### config.mk
export PLATFORM = sky130hd
export DESIGN_NAME = syscall_unit_flat
export DESIGN_NICKNAME = d
export VERILOG_FILES = /design/src/rtl/syscall_pkg.sv /design/src/rtl/syscall_unit_if.sv /design/src/rtl/sync_fifo.sv /design/src/rtl/syscall_unit.sv /design/src/flat_wrapper.sv
export SDC_FILE = /design/constraint.sdc
export NUM_CORES = 1
export LEC_CHECK = 0
export CAP_MARGIN = 20
export CORE_UTILIZATION = 45
export CTS_CLUSTER_SIZE = 28
export DETAILED_ROUTE_END_ITERATION = 8
export PLACE_DENSITY = 0.71
export SKIP_CTS_REPAIR_TIMING = 1
export SYNTH_ARGS = -nofsm -noshare
export SYNTH_HDL_FRONTEND = slang
export SYNTH_SLANG_ARGS = --single-unit
### constraint.sdc
create_clock -name clk -period 3.04 [get_ports clk]
set_clock_uncertainty 0.1 [all_clocks]
set_input_delay 0.304 -clock clk [delete_from_list [all_inputs] [get_ports clk]]
set_output_delay 0.304 -clock clk [all_outputs]
set_load 0.03 [all_outputs]
### src/rtl/syscall_pkg.sv
// Shared types and constants for the syscall service unit.
// Service numbers, record kinds and the unit's state encoding.
package syscall_pkg;

    localparam logic [5:0]  FUNCT_SYSCALL  = 6'h0C;

    localparam logic [31:0] SYS_PRINT_INT  = 32'd1;
    localparam logic [31:0] SYS_EXIT       = 32'd10;
    localparam logic [31:0] SYS_PRINT_CHAR = 32'd11;
    localparam logic [31:0] SYS_EXIT2      = 32'd17;
    localparam logic [31:0] SYS_CYCLES     = 32'd30;

    typedef enum logic [1:0] {
        KIND_INT  = 2'b00,
        KIND_CHAR = 2'b01,
        KIND_EXIT = 2'b10
    } out_kind_e;

    typedef enum logic [1:0] {
        ST_RUN    = 2'b00,
        ST_DRAIN  = 2'b01,
        ST_HALTED = 2'b10
    } state_e;

    typedef struct packed {
        out_kind_e   kind;
        logic [31:0] data;
    } rec_t;

endpackage

### src/rtl/syscall_unit_if.sv
// Console record stream: valid/ready handshake.
// The unit drives records as master; the sink is slave.
interface syscall_unit_if;

    logic        valid;
    logic        ready;
    logic [1:0]  kind;
    logic [31:0] data;

    modport master (output valid, kind, data, input ready);
    modport slave  (input valid, kind, data, output ready);

endinterface

### src/rtl/sync_fifo.sv
// Registered synchronous FIFO, no write-to-read bypass.
// Flags come from the stored count, so a pop never frees a slot early.
module sync_fifo #(
    parameter int unsigned WIDTH = 34,
    parameter int unsigned DEPTH = 8
) (
    input  logic             clk,
    input  logic             rst,
    input  logic             push,
    input  logic [WIDTH-1:0] wdata,
    input  logic             pop,
    output logic [WIDTH-1:0] rdata,
    output logic             full,
    output logic             empty
);

    localparam int unsigned AW = (DEPTH > 1) ? $clog2(DEPTH) : 1;
    localparam int unsigned CW = AW + 1;
    localparam logic [CW-1:0] FULL_CNT = CW'(DEPTH);

    logic [WIDTH-1:0] mem_q [DEPTH];
    logic [WIDTH-1:0] mem_d [DEPTH];
    logic [AW-1:0]    wr_q, wr_d, rd_q, rd_d;
    logic [CW-1:0]    cnt_q, cnt_d;
    logic             do_push, do_pop;

    assign full    = (cnt_q == FULL_CNT);
    assign empty   = (cnt_q == '0);
    assign do_push = push && !full;
    assign do_pop  = pop && !empty;
    assign rdata   = mem_q[rd_q];

    // Next storage, pointers and occupancy.
    always_comb begin
        mem_d = mem_q;
        wr_d  = wr_q;
        rd_d  = rd_q;
        cnt_d = cnt_q;
        if (do_push) begin
            mem_d[wr_q] = wdata;
            wr_d        = wr_q + AW'(1);
        end
        if (do_pop) begin
            rd_d = rd_q + AW'(1);
        end
        unique case ({do_push, do_pop})
            2'b10:   cnt_d = cnt_q + CW'(1);
            2'b01:   cnt_d = cnt_q - CW'(1);
            default: cnt_d = cnt_q;
        endcase
    end

    // FIFO state registers; storage cleared so the head reads 0 after reset.
    always_ff @(posedge clk) begin
        if (rst) begin
            for (int i = 0; i < int'(DEPTH); i++) begin
                mem_q[i] <= '0;
            end
            wr_q  <= '0;
            rd_q  <= '0;
            cnt_q <= '0;
        end else begin
            mem_q <= mem_d;
            wr_q  <= wr_d;
            rd_q  <= rd_d;
            cnt_q <= cnt_d;
        end
    end

endmodule

### src/rtl/syscall_unit.sv
// Execute-stage SYSCALL service unit: console FIFO, exit/drain/halt,
// cycle and retired-instruction counters, pipeline stall.
module syscall_unit
    import syscall_pkg::*;
#(
    parameter int unsigned FIFO_DEPTH   = 8,
    parameter int unsigned CNT_W        = 64,
    parameter bit          UNKNOWN_HALT = 1'b0
) (
    input  logic              clk,
    input  logic              rst,
    input  logic              syscall_control,
    input  logic [31:0]       instruction,
    input  logic              instr_retire,
    input  logic [31:0]       v0,
    input  logic [31:0]       a0,
    output logic              stall,
    syscall_unit_if.master    con,
    output logic              ret_we,
    output logic [31:0]       ret_data,
    output logic              halted,
    output logic [31:0]       exit_code,
    output logic              bad_service,
    output logic [CNT_W-1:0]  cycle_count,
    output logic [CNT_W-1:0]  instr_count
);

    rec_t             svc_rec, head;
    logic             svc_push, svc_exit, svc_cyc, svc_bad;
    logic [31:0]      svc_code;
    logic             req, accept, pop;
    logic             fifo_full, fifo_empty;
    state_e           state_q, state_d;
    logic             ret_we_q, ret_we_d, bad_q, bad_d;
    logic [31:0]      ret_data_q, ret_data_d;
    logic [31:0]      exit_code_q, exit_code_d;
    logic [CNT_W-1:0] cyc_q, cyc_d, ins_q, ins_d;
    logic             unused_instr;

    assign unused_instr = ^instruction[31:6];

    // Decode the requested service from v0.
    always_comb begin
        svc_rec.kind = KIND_INT;
        svc_rec.data = a0;
        svc_push     = 1'b0;
        svc_exit     = 1'b0;
        svc_cyc      = 1'b0;
        svc_bad      = 1'b0;
        svc_code     = 32'd0;
        unique case (1'b1)
            (v0 == SYS_PRINT_INT): begin
                svc_push = 1'b1;
            end
            (v0 == SYS_PRINT_CHAR): begin
                svc_push     = 1'b1;
                svc_rec.kind = KIND_CHAR;
                svc_rec.data = {24'b0, a0[7:0]};
            end
            (v0 == SYS_EXIT): begin
                svc_push     = 1'b1;
                svc_exit     = 1'b1;
                svc_rec.kind = KIND_EXIT;
                svc_rec.data = 32'd0;
            end
            (v0 == SYS_EXIT2): begin
                svc_push     = 1'b1;
                svc_exit     = 1'b1;
                svc_rec.kind = KIND_EXIT;
                svc_code     = a0;
            end
            (v0 == SYS_CYCLES): begin
                svc_cyc = 1'b1;
            end
            default: begin
                svc_bad = 1'b1;
                if (UNKNOWN_HALT) begin
                    svc_push     = 1'b1;
                    svc_exit     = 1'b1;
                    svc_rec.kind = KIND_EXIT;
                    svc_rec.data = 32'hFFFF_FFFF;
                    svc_code     = 32'hFFFF_FFFF;
                end
            end
        endcase
    end

    assign req    = syscall_control
                 && (instruction[5:0] == FUNCT_SYSCALL)
                 && (state_q == ST_RUN);
    assign stall  = (state_q != ST_RUN) || (req && svc_push && fifo_full);
    assign accept = req && !stall;

    sync_fifo #(
        .WIDTH ($bits(rec_t)),
        .DEPTH (FIFO_DEPTH)
    ) u_fifo (
        .clk   (clk),
        .rst   (rst),
        .push  (accept && svc_push),
        .wdata (svc_rec),
        .pop   (pop),
        .rdata (head),
        .full  (fifo_full),
        .empty (fifo_empty)
    );

    assign con.valid = !fifo_empty;
    assign con.kind  = head.kind;
    assign con.data  = head.data;
    assign pop       = con.valid && con.ready;

    // Next state, service side effects and counters.
    always_comb begin
        state_d     = state_q;
        ret_we_d    = accept && svc_cyc;
        bad_d       = accept && svc_bad;
        ret_data_d  = ret_data_q;
        exit_code_d = exit_code_q;
        cyc_d       = cyc_q;
        ins_d       = ins_q;
        unique case (state_q)
            ST_RUN: begin
                if (accept && svc_exit) begin
                    state_d     = ST_DRAIN;
                    exit_code_d = svc_code;
                end
            end
            ST_DRAIN: begin
                if (fifo_empty) begin
                    state_d = ST_HALTED;
                end
            end
            ST_HALTED: state_d = ST_HALTED;
            default:   state_d = ST_RUN;
        endcase
        if (accept && svc_cyc) begin
            ret_data_d = cyc_q[31:0];
        end
        if (state_q != ST_HALTED) begin
            cyc_d = cyc_q + CNT_W'(1);
        end
        if ((state_q == ST_RUN) && instr_retire) begin
            ins_d = ins_q + CNT_W'(1);
        end
    end

    // Control and counter registers.
    always_ff @(posedge clk) begin
        if (rst) begin
            state_q     <= ST_RUN;
            ret_we_q    <= 1'b0;
            bad_q       <= 1'b0;
            ret_data_q  <= '0;
            exit_code_q <= '0;
            cyc_q       <= '0;
            ins_q       <= '0;
        end else begin
            state_q     <= state_d;
            ret_we_q    <= ret_we_d;
            bad_q       <= bad_d;
            ret_data_q  <= ret_data_d;
            exit_code_q <= exit_code_d;
            cyc_q       <= cyc_d;
            ins_q       <= ins_d;
        end
    end

    assign ret_we      = ret_we_q;
    assign ret_data    = ret_data_q;
    assign halted      = (state_q == ST_HALTED);
    assign exit_code   = exit_code_q;
    assign bad_service = bad_q;
    assign cycle_count = cyc_q;
    assign instr_count = ins_q;

endmodule

### src/flat_wrapper.sv
// flat-port wrapper written by rule: the top's interface ports become plain ports
module syscall_unit_flat import syscall_pkg::*;
#(
    parameter int unsigned FIFO_DEPTH   = 8,
    parameter int unsigned CNT_W        = 64,
    parameter bit          UNKNOWN_HALT = 1'b0
)
  (clk, rst, syscall_control, instruction, instr_retire, v0, a0, stall, ret_we, ret_data, halted, exit_code, bad_service, cycle_count, instr_count, con_valid, con_kind, con_data, con_ready);
  syscall_unit_if con_i ();
  input  logic clk;
  input  logic rst;
  input  logic syscall_control;
  input  logic [31:0] instruction;
  input  logic instr_retire;
  input  logic [31:0] v0;
  input  logic [31:0] a0;
  output logic stall;
  output logic ret_we;
  output logic [31:0] ret_data;
  output logic halted;
  output logic [31:0] exit_code;
  output logic bad_service;
  output logic [CNT_W-1:0] cycle_count;
  output logic [CNT_W-1:0] instr_count;
  output wire logic [$bits(con_i.valid)-1:0] con_valid;
  output wire logic [$bits(con_i.kind)-1:0] con_kind;
  output wire logic [$bits(con_i.data)-1:0] con_data;
  input wire logic [$bits(con_i.ready)-1:0] con_ready;
  assign con_valid = con_i.valid;
  assign con_kind = con_i.kind;
  assign con_data = con_i.data;
  assign con_i.ready = con_ready;
  syscall_unit #(.FIFO_DEPTH(FIFO_DEPTH), .CNT_W(CNT_W), .UNKNOWN_HALT(UNKNOWN_HALT)) u_core (.clk(clk), .rst(rst), .syscall_control(syscall_control), .instruction(instruction), .instr_retire(instr_retire), .v0(v0), .a0(a0), .stall(stall), .con(con_i), .ret_we(ret_we), .ret_data(ret_data), .halted(halted), .exit_code(exit_code), .bad_service(bad_service), .cycle_count(cycle_count), .instr_count(instr_count));
endmodule
==> run_summary.xml, run 1 <==
<?xml version="1.0" encoding="UTF-8"?>
<metrics>
  <group name="run_status">
    <metric name="run_status" unit="">finished clean</metric>
  </group>
  <group name="synth">
    <metric name="sequential_element_share_of_the_synthesized_area" unit="">0.456</metric>
    <metric name="ys.warnings.count" unit="">0</metric>
    <metric name="synth_flop_cell" unit="">dfxtp_1</metric>
    <metric name="mapped_avg_cell_area" unit="um2">8.98</metric>
    <metric name="synth-async-reset-ratio" unit="">0</metric>
    <metric name="dominant_cell_by_count_in_the_synthesized_netlist" unit="">nand2_1</metric>
    <metric name="synth_edf_count" unit="">0</metric>
    <metric name="synth.area.top_cells" unit="">dfxtp_1 46%, nand2_1 9.3%, mux4_2 7.3%</metric>
    <metric name="post_synth_most_frequent_cells" unit="">521 x nand2_1, 478 x dfxtp_1, 260 x a21oi_1, 125 x nor2_1, 124 x clkbuf_1</metric>
    <metric name="synth_top_cell_area_share" unit="">0.456</metric>
    <metric name="netlist_instances" unit="">2334</metric>
    <metric name="postSynthRegisterBits" unit="">478</metric>
    <metric name="postSynthNetCount" unit="">2446</metric>
    <metric name="mappedNetlistArea" unit="um2">21000</metric>
    <metric name="netlist.top_cell.by_area" unit="">dfxtp_1</metric>
    <metric name="post_synth_num_cell_types" unit="">67</metric>
  </group>
  <group name="global_route">
    <metric name="grt_pass1_wl" unit="mm">98.2</metric>
    <metric name="grt_antenna_before_repair" unit="">0</metric>
    <metric name="grt_overflow_total" unit="">0</metric>
    <metric name="grt_max_degree" unit="">170</metric>
    <metric name="globalRouteTotalUtil" unit="">0.255</metric>
    <metric name="grt_pass1_vias" unit="">18668</metric>
  </group>
  <group name="placed_design">
    <metric name="gpl.final_weighted_congestion" unit="">0.836</metric>
    <metric name="hpwlAfterDp" unit="mm">39.7</metric>
    <metric name="placed_cell_area" unit="um2">25100</metric>
    <metric name="buffer_ports.inserted" unit="">305</metric>
    <metric name="placement.setup.worst_slack" unit="ns">-0.268</metric>
  </group>
  <group name="setup_path">
    <metric name="path_class" unit="">reg -&gt; out</metric>
    <metric name="critPathArrivalTime" unit="ns">2.59</metric>
    <metric name="critPathLaunchType" unit="">register</metric>
    <metric name="timing.critical_path.to_type" unit="">primary output</metric>
    <metric name="path_max_fanout" unit="">50</metric>
    <metric name="required_time_of_the_worst_setup_path" unit="ns">2.64</metric>
    <metric name="worst-r2r-setup-slack" unit="ns">0.18</metric>
  </group>
  <group name="layout">
    <metric name="area_delta_synth_final" unit="%">28.3</metric>
    <metric name="drive_above_1_share" unit="">0.128</metric>
    <metric name="num_antenna_cells" unit="">0</metric>
    <metric name="seq_area" unit="um2">9580</metric>
    <metric name="multi_input_comb_area" unit="um2">10600</metric>
    <metric name="fin_nets" unit="">2732</metric>
    <metric name="fillerInstances" unit="">3927</metric>
    <metric name="final_design_area_no_fill" unit="um2">26900</metric>
  </group>
  <group name="sta">
    <metric name="final_critical_path_time_including_i_o_delays_and_setup" unit="ns">2.99</metric>
    <metric name="slew_viol_final" unit="">0</metric>
    <metric name="timing.slew.headroom" unit="">0.391</metric>
    <metric name="max_freq" unit="GHz">0.334</metric>
    <metric name="tns" unit="ns">0</metric>
    <metric name="setup_ws" unit="ns">0.0500</metric>
    <metric name="final_number_of_hold_violating_endpoints" unit="">0</metric>
    <metric name="final_cycle_utilization_of_the_critical_path" unit="">0.984</metric>
    <metric name="setup-violations-final" unit="">0</metric>
    <metric name="worstMarginPinSlew" unit="ns">0.913</metric>
  </group>
  <group name="routing">
    <metric name="detail_route.drc_violations" unit="">0</metric>
    <metric name="routed_wire_length_per_instance" unit="um">18.8</metric>
    <metric name="postRouteWirelength" unit="mm">61.4</metric>
    <metric name="drtIter0Drc" unit="">1456</metric>
    <metric name="vias_per_cell" unit="">5.74</metric>
    <metric name="drt_first_pass_iters" unit="">5</metric>
    <metric name="detailroute.via_count" unit="">18729</metric>
    <metric name="ant_nets" unit="">0</metric>
  </group>
  <group name="clocking">
    <metric name="cts-root-to-sink-buffers" unit="">3</metric>
    <metric name="htree_num_levels" unit="">2</metric>
    <metric name="cts_inserted_buffers" unit="">51</metric>
    <metric name="clkSlewWorstSetupHoldPaths" unit="ns">0.06</metric>
    <metric name="tritoncts" unit="">yes</metric>
    <metric name="clk-insertion-delay-late" unit="ns">0.59</metric>
    <metric name="cts.root.buffer_cell" unit="">clkbuf_16</metric>
    <metric name="cts_sinks" unit="">478</metric>
  </group>
  <group name="pwr">
    <metric name="power_density" unit="nW/um2">484</metric>
    <metric name="irDropWorstVdd" unit="V">0.000476</metric>
    <metric name="pwr-share-seq" unit="">0.482</metric>
    <metric name="internal_power" unit="mW">10.2</metric>
    <metric name="power.share.clock" unit="">0.488</metric>
    <metric name="combinational_share_of_power" unit="">0.030</metric>
    <metric name="total_leakage_power" unit="nW">9.47</metric>
    <metric name="design_power_total" unit="mW">13.0</metric>
    <metric name="power.switching_fraction" unit="">0.218</metric>
    <metric name="switching_power_total" unit="mW">2.84</metric>
  </group>
  <group name="hold_path">
    <metric name="hold_path.class" unit="">in -&gt; reg</metric>
  </group>
  <group name="job">
    <metric name="maxCapViolCount" unit="">0</metric>
  </group>
  <group name="die">
    <metric name="dieArea" unit="um2">47500</metric>
    <metric name="die_w" unit="um">218</metric>
    <metric name="core-area" unit="um2">45700</metric>
    <metric name="chipHeight" unit="um">218</metric>
    <metric name="initial_core_util" unit="">0.459</metric>
    <metric name="fp-row-count" unit="">78</metric>
    <metric name="ios" unit="">332</metric>
  </group>
</metrics>
stage by stage:
step / utilization / hold slack [ns] / instances
6_report: 0.589 / 0.0209 / 3261
5_1_grt: 0.589 / 0.0384 / 3261
4_1_cts: 0.587 / 0.00477 / 3261
3_5_place_dp: 0.549 / 0.342 / 3167
3_3_place_gp: 0.549 / 0.334 / 3167
2_1_floorplan: - / 0.329 / 2334
state kept, by name, indices dropped and copies added, names as in the netlist:
name                 flops
u_core.u_fifo.wr_q       3
u_core.cycle_count      64
u_core.u_fifo.cnt_q      4
u_core.ret_we            1
u_core.u_fifo.mem_q    272
u_core.ret_data         32
u_core.exit_code        32
u_core.instr_count      64
u_core.state_q           2
u_core.bad_service       1
u_core.u_fifo.rd_q       3
worst paths after layout:
kind / start / end / cells after the start
min reg2reg: u_core.u_fifo.mem_q[148]$_SDFFE_PP0P_ / u_core.u_fifo.mem_q[148]$_SDFFE_PP0P_ / 2
min: rst / u_core.instr_count[2]$_SDFFE_PP0P_ / 2
max reg2reg: u_core.state_q[0]$_SDFFE_PP0P_ / u_core.u_fifo.cnt_q[2]$_SDFFE_PP0P_ / 13
max: u_core.u_fifo.rd_q[1]$_SDFFE_PP0P_ / con_kind[0] / 4
cell type report:
cell class                      instances  share of cell area
Clock inverter                         23             0.00888
Inverter                               18             0.00251
Multi-Input combinational cell       1665               0.394
Clock buffer                           71              0.0554
Timing Repair Buffer                  406               0.156
Tap cell                              600              0.0279
Sequential cell                       478               0.356
cell families (layout without fill, tap and decap cells):
logic type | after synthesis | count (layout) | share of synthesized area
AOI/OAI and AO/OA | 473 | 473 | 0.133
xor gates and xnor gates | 68 | 68 | 0.0284
adders and majority gates | 11 | 11 | 0.00656
buffers and inverters | 191 | 518 | 0.0415
DFF | 478 | 478 | 0.456
muxes | 142 | 142 | 0.111
and+or+nand+nor | 971 | 971 | 0.224
power by group through the flow:
stage | registers (mW) | logic, mW | clock network (mW)
3_3_place_gp | 6.42 | 0.375 | 0
6_report | 6.28 | 0.387 | 6.36
3_5_place_dp | 6.42 | 0.382 | 0
2_1_floorplan | 6.43 | 0.169 | 0
4_1_cts | 6.28 | 0.384 | 6.47
5_1_grt | 6.28 | 0.416 | 6.75
placed cells by master, fill, tap and decap left out, types with 32 or more instances in the layout:
| master | Yosys | final |
|---|---|---|
| a21oi_1 | 260 | 259 |
| a22o_1 | 32 | 32 |
| buf_4 | 1 | 78 |
| clkbuf_16 | 0 | 51 |
| clkdlybuf4s50_1 | 0 | 270 |
| dfxtp_1 | 478 | 475 |
| dlymetal6s2s_1 | 0 | 33 |
| mux2_2 | 36 | 36 |
| mux2i_1 | 36 | 36 |
| mux4_2 | 68 | 68 |
| nand2_1 | 521 | 521 |
| nand3_1 | 66 | 66 |
| nand4_1 | 50 | 50 |
| nor2_1 | 125 | 125 |
| o22ai_1 | 64 | 64 |
| o31ai_1 | 35 | 35 |
| or4_1 | 46 | 46 |
| xor2_1 | 37 | 36 |
metal layers:
metal | share of wire | vias to the layer above | track usage | wire (um)
li1 | - | 8908 | - | -
met1 | 0.40 | 9073 | 0.305 | 24500
met2 | 0.50 | 638 | 0.444 | 30400
met3 | 0.078 | 110 | 0.0642 | 4760
met4 | 0.028 | 0 | 0.0858 | 1740
met5 | 0 | - | 0 | 0
worst max-delay path: stages (launching register included):
cell,delay (ns)
dfxtp_2,0.35
buf_12,0.30
mux4_2,0.37
mux2_2,0.32
clkdlybuf4s50_1,0.62
No activity file was read; power rests on OpenSTA's default activity.
==> inputs of run 2 (changes only) <==
SLEW_MARGIN = 30   (was not set)
==> results of run 2 <==
No change in the layout: final DEF, timing and power equal those of run 1.
